**src/rtl/rf_wb_arbiter.sv**
```systemverilog
// Round-robin arbiter sharing the register file write port between ALU and LSU,
// with a registered write stage and a per-register busy scoreboard for decode.
module rf_wb_arbiter #(
   parameter int DATA_WIDTH = 64,
   parameter int NREG       = 32
) (
   input  logic                  clk,
   input  logic                  rst,
   input  logic                  alu_valid,
   output logic                  alu_ready,
   input  logic [4:0]            alu_rd,
   input  logic [DATA_WIDTH-1:0] alu_data,
   input  logic                  lsu_valid,
   output logic                  lsu_ready,
   input  logic [4:0]            lsu_rd,
   input  logic [DATA_WIDTH-1:0] lsu_data,
   input  logic                  issue_valid,
   input  logic [4:0]            issue_rd,
   output logic                  issue_ready,
   input  logic [4:0]            rs1,
   input  logic [4:0]            rs2,
   output logic                  rs1_busy,
   output logic                  rs2_busy,
   output logic                  rf_wen,
   output logic [4:0]            rf_waddr,
   output logic [DATA_WIDTH-1:0] rf_wdata
);

   logic            last_lsu;
   logic [NREG-1:0] busy;
   logic            issue_set;

   // On contention the requester not served last wins
   always_comb begin
      alu_ready = alu_valid && (!lsu_valid || last_lsu);
      lsu_ready = lsu_valid && (!alu_valid || !last_lsu);
   end

   assign issue_ready = (issue_rd == 5'd0) || !busy[issue_rd];
   assign issue_set   = issue_valid && issue_ready && (issue_rd != 5'd0);
   assign rs1_busy    = (rs1 != 5'd0) && busy[rs1];
   assign rs2_busy    = (rs2 != 5'd0) && busy[rs2];

   always_ff @(posedge clk or posedge rst) begin
      if (rst) begin
         last_lsu <= 1'b0;
         rf_wen   <= 1'b0;
         rf_waddr <= '0;
         rf_wdata <= '0;
      end else begin
         if (alu_ready || lsu_ready)
            last_lsu <= lsu_ready;
         if (lsu_ready && lsu_rd != 5'd0) begin
            rf_wen   <= 1'b1;
            rf_waddr <= lsu_rd;
            rf_wdata <= lsu_data;
         end else if (alu_ready && alu_rd != 5'd0) begin
            rf_wen   <= 1'b1;
            rf_waddr <= alu_rd;
            rf_wdata <= alu_data;
         end else begin
            rf_wen   <= 1'b0;
         end
      end
   end

   // A new producer issued on the retiring edge keeps the register busy
   always_ff @(posedge clk or posedge rst) begin
      if (rst) begin
         busy <= '0;
      end else begin
         busy[0] <= 1'b0;
         for (int r = 1; r < NREG; r++) begin
            if (issue_set && issue_rd == 5'(r))
               busy[r] <= 1'b1;
            else if (rf_wen && rf_waddr == 5'(r))
               busy[r] <= 1'b0;
         end
      end
   end

endmodule

```
**config.mk**
```make
export PLATFORM = sky130hd
export DESIGN_NAME = rf_wb_arbiter
export DESIGN_NICKNAME = d
export VERILOG_FILES = /design/src/rtl/rf_wb_arbiter.sv
export SDC_FILE = /design/constraint.sdc
export NUM_CORES = 1
export LEC_CHECK = 0
export BUFFER_PORTS_ARGS = -buffer_cell sky130_fd_sc_hd__buf_4
export CORE_MARGIN = 2
export CORE_UTILIZATION = 52
export CTS_CLUSTER_DIAMETER = 30
export DETAILED_ROUTE_END_ITERATION = 10
export PLACE_DENSITY = 0.83
export SYNTH_ARGS = -nofsm -noshare
export SYNTH_HDL_FRONTEND = slang
export SYNTH_SLANG_ARGS = --single-unit
```
**constraint.sdc**
```tcl
create_clock -name clk -period 9.7 [get_ports clk]
set_input_delay 1.94 -clock clk [delete_from_list [all_inputs] [get_ports clk]]
set_output_delay 1.94 -clock clk [all_outputs]
set_load 0.02 [all_outputs]
```
==> results_dict.tcl <==
set metrics [dict create \
    timing.hold.ws_ps 565 \
    holdPathEnd "rf_wdata[27]" \
    drive_above_1_share_pct 37.2 \
    cts_hold_buf 0 \
    yosys.area.top_type "dfrtp_1" \
    first_pass_iters 5 \
    drv_slew 0 \
    powerDensity_nw_per_um2 200 \
    antenna_left 0 \
    skew_ps 10.4 \
    synth_ff_type "dfrtp_1" \
    synth_warnings 0 \
    whs_path_depth 2 \
    grt_pass1_wl_um 26400 \
    fmax_mhz 180 \
    r2r_slack_ps 7360 \
    diodes 0 \
    avgSynthCellArea_um2 10.3 \
    design.die.area_um2 11500 \
    outcome "completed" \
    postCtsSetupBuffers 0 \
    async_reset_ff_share_pct 100 \
    cts_tree "yes" \
    regToRegStartpoint "last_lsu" \
    ctsLongestPathBuffers 2 \
    vias 5179 \
    required_ps 7760 \
    synth-seq-cells 102 \
    synth_cell_type_count 41 \
    numPortBuffers 232 \
    vdd.ir_drop.worst_mv 0.109 \
    slew_headroom_pct 21.7 \
    cts_made_buffers 9 \
    viasPerCell 5.84 \
    synth-seq-area-share_pct 45.9 \
    first_iter_violations 335 \
    hold_class "reg -> reg" \
    p_sw_share_pct 37.2 \
    p_sw_uw 554 \
    period_share_pct 57.3 \
    synth_top_family_by_area "multiplexers" \
    arrival_ps 3620 \
    grt_max_degree 129 \
    first_global_vias 5162 \
    synth_edf_count 0 \
    p_comb_share_pct 36.9 \
    synth.area.top_cells "dfrtp_1, mux2i_1, o21ai_1" \
    insertion_delay_ps 360 \
    wl_um 16600 \
    area_growth_pct 34.3 \
    drc_errors 0 \
    grt_util_all_layers_pct 29.4 \
    hold_start "rf_wdata[27]" \
    synth_compound_area_share_pct 17.8 \
    end_kind "output port" \
    gr-total-overflow 0 \
    num_rows 37 \
    clk_pin_slew_ps 100 \
    die_x_um 107 \
    drv_cap 0 \
    finalSetupViolCount 0 \
    power_frac_seq_pct 43.9 \
    clockRootBuffer "clkbuf_8" \
    synth.net_count 699 \
    rsz0062_at_grt "no" \
    start_util_pct 53.6 \
    synth_top_area_share_pct 45.9 \
    antenna_found_initial 0 \
    cts_max_level 3 \
    cell_internal_pwr_uw 935 \
    fin_crit_ps 5560 \
    p_leak_uw 0.00360 \
    hold_viol 0 \
    pwr-share-clk_pct 19.2 \
    core_area_um2 10400 \
    synth-adder-area-share_pct 0 \
    critPathKind "in -> out" \
    clock-sinks 102 \
    hpwlAfterDp_um 12800 \
    finalSetupTns_ps 0 \
    worst_pin_slew_ps 1170 \
    synth_mux_area_share_pct 21.0 \
    finalNetCount 904 \
    synthSimpleGateAreaFrac_pct 10.0 \
    cp_max_fo 24 \
    netlist_area_um2 5560 \
    timing.rr.end "rf_wdata[9]" \
    synth_cells 541 \
    ios 233 \
    synth_xor_area_share_pct 0 \
    gp_congestion 0.885 \
    rr_worst_depth 5 \
    critPathLaunchType "primary input" \
    die_y_um 107 \
    wire_per_inst_um 18.7 \
    post_cts_resized 0 \
]
## synth_stat cells, types with 3 or more instances
| master | instances |
|---|---|
| a211oi_1 | 5 |
| a21oi_1 | 9 |
| a22oi_1 | 4 |
| a31oi_1 | 4 |
| and3_1 | 3 |
| buf_1 | 3 |
| buf_2 | 7 |
| buf_6 | 3 |
| buf_8 | 6 |
| clkbuf_1 | 18 |
| dfrtp_1 | 102 |
| inv_1 | 7 |
| mux2_2 | 6 |
| mux2i_1 | 83 |
| mux4_2 | 12 |
| nand2_1 | 80 |
| nand3_1 | 10 |
| nand3b_1 | 5 |
| nand4_1 | 3 |
| nor2_1 | 9 |
| nor2b_1 | 7 |
| o21ai_0 | 35 |
| o21ai_1 | 64 |
| o21ai_2 | 3 |
| o31ai_1 | 31 |
## layout make-up
cell class	instances	area, um^2
clock inverters	7	88.8
fillers	770	2910
well taps	136	170
repair buffers	235	1760
clock buffers	9	124
multi-input cells	391	2740
inverters	7	28.8
flip-flops and latches	102	2550
## worst max-delay path, stage by stage
cell and delay, ps:
buf_4 300, mux2i_1 120, a22oi_1 200, nand4_1 140, o22ai_2 590, nor2_1 140
buf_4 190
## layout by cell type (no fill, tap or decap), types with 2 or more instances in the layout
master / n
inv_8: 3
mux2_2: 6
nor2_1: 9
mux2i_1: 83
and3_1: 3
nand4_1: 3
a22oi_1: 4
a211oi_1: 5
dfrtp_1: 102
o21ai_1: 64
o31ai_1: 31
nor2b_1: 7
inv_6: 2
clkbuf_8: 9
nand3b_1: 5
a31oi_1: 4
nand2_1: 80
o21ai_0: 35
nand2b_1: 2
buf_4: 235
o21ai_2: 3
a21oi_1: 9
mux4_2: 12
inv_1: 6
a221oi_1: 2
or4_1: 2
nand3_1: 10
## kinds of logic (layout without fill, tap and decap cells)
kind of cell / count (synthesis) / in the layout
AOI/OAI and AO/OA: 165 / 165
and+or+nand+nor: 125 / 125
DFF: 102 / 102
muxes: 101 / 101
buffers and inverters: 48 / 258
## power by group through the flow
stage | Combinational (uW) | Clock (uW) | Sequential (uW)
5_1_grt | 596 | 312 | 668
3_5_place_dp | 548 | 0 | 657
3_3_place_gp | 532 | 0 | 653
6_report | 549 | 286 | 654
4_1_cts | 550 | 292 | 650
2_1_floorplan | 300 | 0 | 675
## per-stage QoR
step | util [%] | setup WS, ps | cell area (um^2) | instances | total power [uW]
6_report | 72.0 | 4140 | 7460 | 887 | 1490
5_1_grt | 72.0 | 4030 | 7460 | 887 | 1580
4_1_cts | 72.0 | 4210 | 7460 | 887 | 1490
3_5_place_dp | 69.9 | 4220 | 7250 | 871 | 1210
3_3_place_gp | 69.9 | 4250 | 7250 | 871 | 1180
2_1_floorplan | - | 4490 | 5560 | 541 | 976
## worst max path at each step
| stage | startpoint | to | slack (ps) | depth (start not counted) |
|---|---|---|---|---|
| 3_5_place_dp | issue_rd[1] | issue_ready | 4220 | 7 |
| 4_1_cts | issue_rd[1] | issue_ready | 4210 | 7 |
| 2_1_floorplan | rs1[0] | rs1_busy | 4490 | 5 |
| 3_3_place_gp | issue_rd[1] | issue_ready | 4250 | 7 |
| 6_report | issue_rd[1] | issue_ready | 4140 | 7 |
| 5_1_grt | issue_rd[1] | issue_ready | 4030 | 7 |
## routing by layer
metal,up-vias,GRT usage (%),share of wire (%)
met5,-,0,0
li1,2386,-,-
met2,242,49.1,50
met4,0,11.7,3.5
met1,2516,35.8,38
met3,35,8.60,9.0
## sequential cells by signal, indices dropped and copies added, names as in the netlist
name / cells
rf_waddr: 5
last_lsu: 1
rf_wdata: 64
busy: 31
rf_wen: 1
(Power assumes the default switching activity.)
